### src/rtl/axil2iob_bridge_pkg.sv
// Shared types and constants for the AXI-Lite to IOb bridge.
package axil2iob_bridge_pkg;

  typedef enum logic [2:0] {
    ST_IDLE    = 3'd0,
    ST_WR_REQ  = 3'd1,
    ST_WR_RSP  = 3'd2,
    ST_RD_REQ  = 3'd3,
    ST_RD_WAIT = 3'd4,
    ST_RD_RSP  = 3'd5
  } state_t;

  localparam logic [1:0] AXI_RESP_OKAY   = 2'b00;
  localparam logic [1:0] AXI_RESP_SLVERR = 2'b10;

  // States in which the IOb slave is being waited on and the timeout runs.
  function automatic logic is_timed(input state_t s);
    return (s == ST_WR_REQ) || (s == ST_RD_REQ) || (s == ST_RD_WAIT);
  endfunction

endpackage

### src/rtl/axil2iob_bridge_tmr.sv
// Saturating timeout counter; expired_o is high once the count reaches all-ones.
module axil2iob_bridge_tmr #(
  parameter int TIMEOUT_W = 8
) (
  input  logic clk_i,
  input  logic rst_i,
  input  logic clr_i,
  input  logic en_i,
  output logic expired_o
);

  if (TIMEOUT_W == 0) begin : g_off
    logic unused_tmr;
    assign unused_tmr = ^{clk_i, rst_i, clr_i, en_i};
    assign expired_o  = 1'b0;
  end else begin : g_cnt
    logic [TIMEOUT_W-1:0] cnt;

    // Count cycles spent waiting; clear restarts on every state entry
    always_ff @(posedge clk_i) begin
      if (rst_i || clr_i) begin
        cnt <= '0;
      end else if (en_i && (cnt != '1)) begin
        cnt <= cnt + 1'b1;
      end
    end

    assign expired_o = (cnt == '1);
  end

endmodule

### src/rtl/axil2iob_bridge.sv
// Registered AXI4-Lite slave to IOb master bridge, one transaction in flight.
//
// state      | meaning
// IDLE       | waiting for a registered AW+W or AR handshake
// WR_REQ     | IOb write request (avalid) until ready or timeout
// WR_RSP     | bvalid held until bready
// RD_REQ     | IOb read request (avalid, wstrb=0) until ready or timeout
// RD_WAIT    | waiting for iob_rvalid_i or timeout
// RD_RSP     | rvalid held until rready
module axil2iob_bridge
  import axil2iob_bridge_pkg::*;
#(
  parameter int AXIL_ADDR_W = 21,
  parameter int AXIL_DATA_W = 32,
  parameter int ADDR_W      = AXIL_ADDR_W,
  parameter int DATA_W      = AXIL_DATA_W,
  parameter int TIMEOUT_W   = 8
) (
  input  logic                     clk_i,
  input  logic                     rst_i,
  input  logic [AXIL_ADDR_W-1:0]   axil_awaddr_i,
  input  logic [2:0]               axil_awprot_i,
  input  logic                     axil_awvalid_i,
  output logic                     axil_awready_o,
  input  logic [AXIL_DATA_W-1:0]   axil_wdata_i,
  input  logic [AXIL_DATA_W/8-1:0] axil_wstrb_i,
  input  logic                     axil_wvalid_i,
  output logic                     axil_wready_o,
  output logic [1:0]               axil_bresp_o,
  output logic                     axil_bvalid_o,
  input  logic                     axil_bready_i,
  input  logic [AXIL_ADDR_W-1:0]   axil_araddr_i,
  input  logic [2:0]               axil_arprot_i,
  input  logic                     axil_arvalid_i,
  output logic                     axil_arready_o,
  output logic [AXIL_DATA_W-1:0]   axil_rdata_o,
  output logic [1:0]               axil_rresp_o,
  output logic                     axil_rvalid_o,
  input  logic                     axil_rready_i,
  output logic                     iob_avalid_o,
  output logic [ADDR_W-1:0]        iob_addr_o,
  output logic [DATA_W-1:0]        iob_wdata_o,
  output logic [DATA_W/8-1:0]      iob_wstrb_o,
  input  logic                     iob_rvalid_i,
  input  logic [DATA_W-1:0]        iob_rdata_i,
  input  logic                     iob_ready_i
);

  state_t              state, state_next;
  logic                expired, avalid;
  logic                wr_pend, rd_pend, grant_wr, grant_rd;
  logic                aw_ready, ar_ready, last_rd;
  logic [ADDR_W-1:0]   addr;
  logic [DATA_W-1:0]   wdata, rdata;
  logic [DATA_W/8-1:0] wstrb;
  logic [1:0]          bresp, rresp;
  logic                unused_in;

  assign unused_in = ^{axil_awprot_i, axil_arprot_i, axil_awaddr_i, axil_araddr_i};

  axil2iob_bridge_tmr #(.TIMEOUT_W(TIMEOUT_W)) u_tmr (
    .clk_i    (clk_i),
    .rst_i    (rst_i),
    .clr_i    (state_next != state),
    .en_i     (is_timed(state)),
    .expired_o(expired)
  );

  // State register
  always_ff @(posedge clk_i) begin
    if (rst_i) state <= ST_IDLE;
    else       state <= state_next;
  end

  // Next-state decode; timeout wins over a same-cycle slave response
  always_comb begin
    state_next = state;
    case (state)
      ST_IDLE:    if (aw_ready) state_next = ST_WR_REQ;
                  else if (ar_ready) state_next = ST_RD_REQ;
      ST_WR_REQ:  if (expired || iob_ready_i) state_next = ST_WR_RSP;
      ST_RD_REQ:  if (expired) state_next = ST_RD_RSP;
                  else if (iob_ready_i) state_next = ST_RD_WAIT;
      ST_RD_WAIT: if (expired || iob_rvalid_i) state_next = ST_RD_RSP;
      ST_WR_RSP:  if (axil_bready_i) state_next = ST_IDLE;
      ST_RD_RSP:  if (axil_rready_i) state_next = ST_IDLE;
      default:    state_next = ST_IDLE;
    endcase
  end

  // Round-robin: the side not served last wins a tie
  assign wr_pend  = axil_awvalid_i & axil_wvalid_i;
  assign rd_pend  = axil_arvalid_i;
  assign grant_wr = wr_pend & (~rd_pend | last_rd);
  assign grant_rd = rd_pend & (~wr_pend | ~last_rd);

  // Readies are registered one cycle ahead (valids must hold until accepted),
  // so the handshake lands in the first IDLE cycle without an input-to-output path.
  always_ff @(posedge clk_i) begin
    if (rst_i) begin
      aw_ready <= 1'b0;
      ar_ready <= 1'b0;
      last_rd  <= 1'b1;
      addr     <= '0;
      wdata    <= '0;
      wstrb    <= '0;
      bresp    <= AXI_RESP_OKAY;
      rresp    <= AXI_RESP_OKAY;
      rdata    <= '0;
    end else begin
      aw_ready <= (state_next == ST_IDLE) && grant_wr;
      ar_ready <= (state_next == ST_IDLE) && grant_rd;
      if (state == ST_IDLE && aw_ready) begin
        addr    <= axil_awaddr_i[ADDR_W-1:0];
        wdata   <= axil_wdata_i;
        wstrb   <= axil_wstrb_i;
        last_rd <= 1'b0;
      end else if (state == ST_IDLE && ar_ready) begin
        addr    <= axil_araddr_i[ADDR_W-1:0];
        wdata   <= '0;
        wstrb   <= '0;
        last_rd <= 1'b1;
      end
      if (state == ST_WR_REQ && state_next == ST_WR_RSP) begin
        bresp <= expired ? AXI_RESP_SLVERR : AXI_RESP_OKAY;
      end
      if ((state == ST_RD_REQ || state == ST_RD_WAIT) && state_next == ST_RD_RSP) begin
        rresp <= expired ? AXI_RESP_SLVERR : AXI_RESP_OKAY;
        rdata <= expired ? '0 : iob_rdata_i;
      end
    end
  end

  assign avalid = (state == ST_WR_REQ || state == ST_RD_REQ) && !expired;

  assign axil_awready_o = aw_ready;
  assign axil_wready_o  = aw_ready;
  assign axil_arready_o = ar_ready;
  assign axil_bvalid_o  = (state == ST_WR_RSP);
  assign axil_bresp_o   = bresp;
  assign axil_rvalid_o  = (state == ST_RD_RSP);
  assign axil_rresp_o   = rresp;
  assign axil_rdata_o   = rdata;
  assign iob_avalid_o   = avalid;
  assign iob_addr_o     = avalid ? addr  : '0;
  assign iob_wdata_o    = avalid ? wdata : '0;
  assign iob_wstrb_o    = avalid ? wstrb : '0;

endmodule

### config.mk
export PLATFORM = sky130hd
export DESIGN_NAME = axil2iob_bridge
export DESIGN_NICKNAME = d
export VERILOG_FILES = /design/src/rtl/axil2iob_bridge_pkg.sv /design/src/rtl/axil2iob_bridge_tmr.sv /design/src/rtl/axil2iob_bridge.sv
export SDC_FILE = /design/constraint.sdc
export NUM_CORES = 1
export LEC_CHECK = 0
export BUFFER_PORTS_ARGS = -buffer_cell sky130_fd_sc_hd__clkbuf_2
export CORE_MARGIN = 1.5
export CORE_UTILIZATION = 40
export DETAILED_ROUTE_END_ITERATION = 8
export GPL_TIMING_DRIVEN = 0
export HOLD_SLACK_MARGIN = 0.03
export PLACE_DENSITY_LB_ADDON = 0.08
export SLEW_MARGIN = 0
export SYNTH_ARGS = -nofsm -noshare
export SYNTH_HDL_FRONTEND = slang
export SYNTH_HIERARCHICAL = 1
export SYNTH_SLANG_ARGS = --single-unit
### constraint.sdc
create_clock -name clk_i -period 4.08 [get_ports clk_i]
set_clock_uncertainty 0.2 [all_clocks]
set_input_delay 0.816 -clock clk_i [delete_from_list [all_inputs] [get_ports clk_i]]
set_output_delay 0.816 -clock clk_i [all_outputs]
set_load 0.1 [all_outputs]
==> results of run 1 <==
## worst max path at each step
stage / cells after the start / slack, ps / to
6_report: 10 / 310 / iob_wdata_o[9]
5_1_grt: 10 / 50 / iob_wdata_o[6]
4_1_cts: 9 / 20 / iob_wdata_o[24]
3_5_place_dp: 10 / 120 / iob_wdata_o[24]
3_3_place_gp: 10 / 60 / iob_wdata_o[24]
2_1_floorplan: 8 / 450 / iob_wdata_o[25]
## logic make-up after synthesis
family | count (synthesis) | synth area share (%)
compound gates | 87 | 13.4
flops | 105 | 42.1
simple gates | 229 | 27.0
buf+inv | 57 | 5.76
mux | 57 | 11.4
fa+ha+maj | 1 | 0.251
other cells | 1 | 0.0751
## worst max-delay path, delay by kind of cell (launching register included)
family        cells  cell delay, ps
flops             1             340
buf+inv           6            1330
simple gates      4             730
## layout by cell type (no fill, tap or decap), drive strengths merged, types with 2 or more instances in the layout
| cell type | netlist | final |
|---|---|---|
| inv | 7 | 7 |
| a21o | 2 | 2 |
| clkbuf | 34 | 260 |
| bufinv | 0 | 2 |
| a211oi | 23 | 23 |
| o21ai | 3 | 3 |
| and3 | 2 | 2 |
| dfxtp | 105 | 105 |
| nand4 | 2 | 2 |
| nor3 | 3 | 3 |
| conb | 1 | 2 |
| nor2b | 4 | 4 |
| a22oi | 37 | 37 |
| nand2b | 36 | 36 |
| or3b | 32 | 32 |
| or3 | 2 | 2 |
| nand2 | 14 | 14 |
| or4b | 2 | 2 |
| nor2 | 62 | 62 |
| a31oi | 5 | 5 |
| nor4 | 3 | 3 |
| mux2i | 57 | 57 |
| a2111oi | 4 | 4 |
| a32oi | 2 | 2 |
| buf | 16 | 16 |
| and2 | 60 | 60 |
| a21oi | 2 | 2 |
| and4 | 2 | 2 |
| nand3 | 2 | 2 |
## state kept, by name, summed over array words and instances (netlist names)
register,cells
u_tmr/g_cnt.cnt,8
wdata,32
axil_rresp_o,1
axil_bresp_o,1
axil_rdata_o,32
state,3
wstrb,4
axil_awready_o,1
last_rd,1
addr,21
axil_arready_o,1
## power by group
part | internal, mW | total (mW) | switching (mW)
Combinational | 0.178 | 0.491 | 0.313
Sequential | 1.07 | 1.10 | 0.0247
Clock | 0.569 | 0.956 | 0.387
## through the flow
step,power [mW],cells,utilization (%)
final,2.55,936,55.1
after CTS,2.57,936,55.1
after detailed placement,1.61,921,51.9
after global placement,1.60,921,51.9
after global routing,2.65,936,55.1
after floorplan,1.47,538,-
## cell type report
cell class	count	area [sq um]	share of cell area, %
multi-input cells	376	2620	39.2
flip-flops and latches	105	2100	31.5
repair buffers	215	1130	16.9
plain buffers	50	265	3.97
clock buffers	11	253	3.78
well taps	168	210	3.15
clock inverters	4	76.3	1.14
inverters	7	26.3	0.393
## routing by layer
layer	vias up	routed length, um	track usage, %
met5	-	0	0
met4	0	274	8.23
met3	17	901	5.06
met2	154	6370	33.5
met1	2112	6050	26.0
li1	2330	-	-
==> summary.md, run 1 <==
| Metric | Value |
|---|---|
| First-pass GRT wire length | 21300 um |
| DPL Wire Length | 10300 um |
| H-Tree Level Count | 3 |
| Iteration-0 DRC Markers | 241 |
| Reg2Reg Setup Slack | 390 ps |
| Root Driver | clkbuf_16 |
| Gr ovfl total | 0 |
| Netlist cell types | 52 |
| Initial antenna violation count | 0 |
| Layout cells sized above 1 | 37.4% |
| Most frequent CP cell | clkbuf_2 |
| Clk_lat worst skew | 350 ps |
| Dpl ws | 120 ps |
| Ys async rst share | 0% |
| Launch point of the worst reg-to-reg path | u_tmr/g_cnt.cnt[5] |
| CTS sink count | 105 |
| Commonest cells in the netlist | 105 x dfxtp_1, 62 x nor2_1, 57 x and2_1, 57 x mux2i_1, 37 x a22oi_1 |
| Area growth syn-to-layout | 33.7% |
| Peak supply drop | 0.000167 V |
| Maximum fanout along the worst path | 10 |
| Ranking of synthesized cells by area | dfxtp_1 42%, mux2i_1 11%, and2_1 7.1% |
| Inserted Diodes | 0 |
| Setup violations, final | 0 |
| Mean Syn Cell Area | 9.30 sq um |
| Worst path arrival time | 2750 ps |
| Filler cells | 1161 |
| Setup TNS | 0 ps |
| Die width | 115 um |
| CP Data Required Time | 3060 ps |
| Hold_buf cts | 0 |
| Detailed Routing Iterations Pass 1 | 4 |
| Post-Route WL | 13600 um |
| Total CTS buffers | 9 |
| # rows | 40 |
| Tightest Pin Transition | 898 ps |
| Critical path launch point | u_tmr/g_cnt.cnt[5] |
| Worst slew margin | 40.0% |
| Die ar. | 0.0132 sq mm |
| CP Capture Type | output port |
| Via/cell ratio | 4.93 |
| Reg2reg path depth | 12 |
| I/O Buffers | 215 |
| Hold/Removal Path Class | reg -> reg |
| CTS clk-pin slew, worst paths | 70 ps |
| Final GP Congestion | 0.811 |
| R2r endpoint | u_tmr/g_cnt.cnt[1] |
| Sequential fraction of the synthesis area | 42.1% |
| Worst Hold End | axil_rdata_o[14] |
| Power density cells | 381 mW/mm^2 |
| Synth warn | 6 |
| Vias in the first global route | 4345 |
| Crit-path cells | and3_1, buf_2, inv_1, nor3_1, clkbuf_2, nor3_4, clkbuf_2, clkbuf_1, and2_1, clkbuf_4 |
| Cell Area, Synth | 0.00499 sq mm |
| Area of placed instances | 0.00628 sq mm |
| Unrepaired setup endpoints after global routing | false |
| Top-area cell type share of the netlist area | 42.1% |
| Outcome | complete, no violations |
| CORE AREA | 0.0121 sq mm |
| Fin Hold WS | 274 ps |
| TritonCTS clock tree | yes |
| Fin crit period | 3770 ps |
| Most frequent cell after synthesis | dfxtp_1 |
| Detailed-route via count | 4613 |
| Post-synthesis cell count | 537 |
| Hold path depth | 2 |
| Hold_sp | axil_rdata_o[14] |
| Achievable Freq | 266 MHz |
| Total GRT Usage | 20.5% |
| Most used DFF post-synth | dfxtp_1 |
| Design Area, Final | 0.00668 sq mm |
| Final worst-path cycle share | 92.3% |
| Largest net degree at the start of global routing | 17 |
| Layout Nets | 890 |
| Crit-path max cell delay | 340 ps |
| Bufs on Longest Clock Path | 2 |
| Setup Buffers After CTS | 0 |
| LEAKAGE | 2.99 nW |
| Post-CTS sizing | 21 |
| Initial core utilization | 41.2% |
| Startpoint Class | flop |
| ANT nets after route | 0 |
| Post-synth EDFFs | 0 |
| Synth Register Bits | 105 |
| Final hold violation count | 0 |
| Pins Over Slew Limit | 0 |
| Height of the die | 115 um |
| Largest area contributor in the netlist | dfxtp_1 |
| IO Count | 224 |
| Remaining DRCs | 0 |
| MaxCap Viol Count | 0 |
| DR WL/cell | 14.5 um |
| Kind of critical path | reg -> out |
| CP max-delay cell | dfxtp_1 |
| Final worst setup slack | 314 ps |
(Power assumes the default switching activity.)
==> run 2, diff against run 1 <==
--- a/config.mk
+++ b/config.mk
@@ -5,10 +5,11 @@
 export SDC_FILE = /design/constraint.sdc
 export NUM_CORES = 1
 export LEC_CHECK = 0
-export BUFFER_PORTS_ARGS = -buffer_cell sky130_fd_sc_hd__clkbuf_2
+export ABC_CLOCK_PERIOD_IN_PS = 4080
 export CORE_MARGIN = 1.5
 export CORE_UTILIZATION = 40
 export DETAILED_ROUTE_END_ITERATION = 8
+export DONT_BUFFER_PORTS = 1
 export GPL_TIMING_DRIVEN = 0
 export HOLD_SLACK_MARGIN = 0.03
 export PLACE_DENSITY_LB_ADDON = 0.08
==> summary.md, run 2 (synthesis gave the netlist of run 1 again) <==
| Metric | Value |
|---|---|
| Setup Buffers After CTS | 0 (unchanged) |
| Maximum fanout along the worst path | 10 (unchanged) |
| Largest net degree at the start of global routing | 18 (+1) |
| Area growth syn-to-layout | 13.7% |
| ANT nets after route | 0 (unchanged) |
| DR WL/cell | 17.9 um (+23%) |
| Detailed-route via count | 3930 (-15%) |
| Power density cells | 428 mW/mm^2 (+12%) |
| Die width | 115 um (unchanged) |
| Startpoint Class | flop |
| TritonCTS clock tree | yes |
| CTS sink count | 105 (unchanged) |
| CP Data Required Time | 3060 ps (about the same) |
| Tightest Pin Transition | 1120 ps (+224 ps) |
| Gr ovfl total | 0 (unchanged) |
| Multi-input gate area | 0.00272 sq mm (+4.0%) |
| IO Count | 224 (unchanged) |
| Total GRT Usage | 19.3% (-1.2 points) |
| DPL Wire Length | 9500 um (-7.4%) |
| Layout Nets | 676 (-24%) |
| CORE AREA | 0.0121 sq mm (unchanged) |
| Design Area, Final | 0.00568 sq mm (-15%) |
| LEAKAGE | 2.11 nW (-29%) |
| Filler cells | 1213 (+4.5%) |
| Achievable Freq | 261 MHz (-1.8%) |
| Vias in the first global route | 3775 (-13%) |
| Reg2Reg Setup Slack | 340 ps (-50 ps) |
| # rows | 40 (unchanged) |
| I/O Buffers | 0 (-100%) |
| MaxCap Viol Count | 0 (unchanged) |
| Crit-path cells | and3_1, buf_2, inv_1, nor3_1, clkbuf_2, nor3_2, clkbuf_2, and2_1 |
| Commonest non-fill, non-tap cell in the layout | dfxtp_1 |
| H-Tree Level Count | 3 (unchanged) |
| Worst slew margin | 25.1% (-15 points) |
| Via/cell ratio | 5.41 (+9.8%) |
| Area of placed instances | 0.00524 sq mm (-17%) |
| Iteration-0 DRC Markers | 174 (-28%) |
| Total CTS buffers | 9 (unchanged) |
| Final Util | 46.9% (-8.2 points) |
| Die ar. | 0.0132 sq mm (unchanged) |
| Peak supply drop | 0.000219 V (+31%) |
| M2 GR Usage | 30.5% (-3.0 points) |
| Final worst setup slack | 246 ps (-67.7 ps) |
| Bufs on Longest Clock Path | 2 (unchanged) |
| Placed Cells | 707 (-23%) |
| Most frequent CP cell | clkbuf_2 |
| Worst path arrival time | 2820 ps (+70 ps) |
| Root Driver | clkbuf_16 |
| Final GP Congestion | 0.820 (+1.1%) |
| Pins Over Slew Limit | 0 (unchanged) |
| Most frequent cells in the layout | 105 x dfxtp_1, 62 x nor2_1, 57 x mux2i_1 |
| Setup violations, final | 0 (unchanged) |
| Post-Route WL | 13000 um (-4.7%) |
| Fin crit period | 3830 ps (+67.7 ps) |
| Gr busiest metal | met2 |
| Fin cells | 726 (-22%) |
| Register Area | 0.00210 sq mm (unchanged) |
| First-pass GRT wire length | 19800 um (-6.9%) |
| Final hold violation count | 0 (unchanged) |
| Remaining DRCs | 0 (unchanged) |
| Initial core utilization | 41.2% (unchanged) |
| Hold/Removal Path Class | reg -> reg |
| CP max-delay cell | and2_1 |
| Initial antenna violation count | 3 (+3) |
| Layout cells sized above 1 | 23.8% (-14 points) |
| CTS clk-pin slew, worst paths | 70 ps (about the same) |
| Clk_lat worst skew | 340 ps (about the same) |
| Dpl ws | -100 ps (-221 ps) |
| Met3 Usage GRT | 5.64% (+0.58 points) |
| Unrepaired setup endpoints after global routing | false |
| Kind of critical path | reg -> out |
| CP Capture Type | output port |
| Outcome | complete, no violations |
| Height of the die | 115 um (unchanged) |
| Detailed Routing Iterations Pass 1 | 4 (unchanged) |
| Crit-path max cell delay | 800 ps (+460 ps) |
| Final worst-path cycle share | 94.0% (+1.7 points) |
| M1 GR Usage | 24.8% (-1.2 points) |
## run 2: cell types whose count changed in the layout (fill, tap and decap cells not counted), sizes merged
cell	previous run	this run
diode	0	3
clkinvlp	1	2
clkbuf	260	44
inv	7	8
buf	16	18
bufinv	2	1
## run 2: metal layers
layer  part of all wire [%]  vias up
li1                       -     1900
met5                      0        -
met4                    2.2        0
met2                     47      149
met3                    7.7       17
met1                     43     1864
## run 2: critical path: cells and delay by family, from the launching register on
| family | cells | cell delay [ps] |
|---|---|---|
| buf+inv | 4 | 710 |
| flops | 1 | 350 |
| simple gates | 4 | 1410 |
## run 2: stage by stage
stage	setup TNS, ps	hold WS, ps	power, mW
finish	0	291	2.43
global route	0	323	2.55
CTS	-706	291	2.46
detailed placement	-1530	276	1.55
global placement	-2620	271	1.54
floorplan	0	252	1.47
## run 2: layout make-up
cell class	instances	share of cell area [%]
plain buffers	50	4.71
diodes	3	0.132
well taps	168	3.70
clock buffers	11	4.45
multi-input cells	376	47.9
repair buffers	1	0.485
inverters	7	0.463
clock inverters	5	1.10
flip-flops and latches	105	37.0
## run 2: worst paths after layout
kind                                          from  cells past startpoint            endpoint
worst max-delay path            u_tmr/g_cnt.cnt[5]                      8       iob_addr_o[2]
worst min-delay path            u_tmr/g_cnt.cnt[1]                      2  u_tmr/g_cnt.cnt[1]
worst max register to register      axil_awready_o                     10  u_tmr/g_cnt.cnt[4]
worst min register to register  u_tmr/g_cnt.cnt[1]                      2  u_tmr/g_cnt.cnt[1]
## run 2: where the power goes
part	switching [mW]	total [mW]	internal, mW
registers	0.0482	1.12	1.07
logic	0.274	0.408	0.134
clock network	0.388	0.901	0.513
total	0.710	2.43	1.72
## run 2: what timing repair did
item,in CTS,in global routing
gates resized for setup,65,30
setup endpoints to repair,57,49
hold buffers,0,0
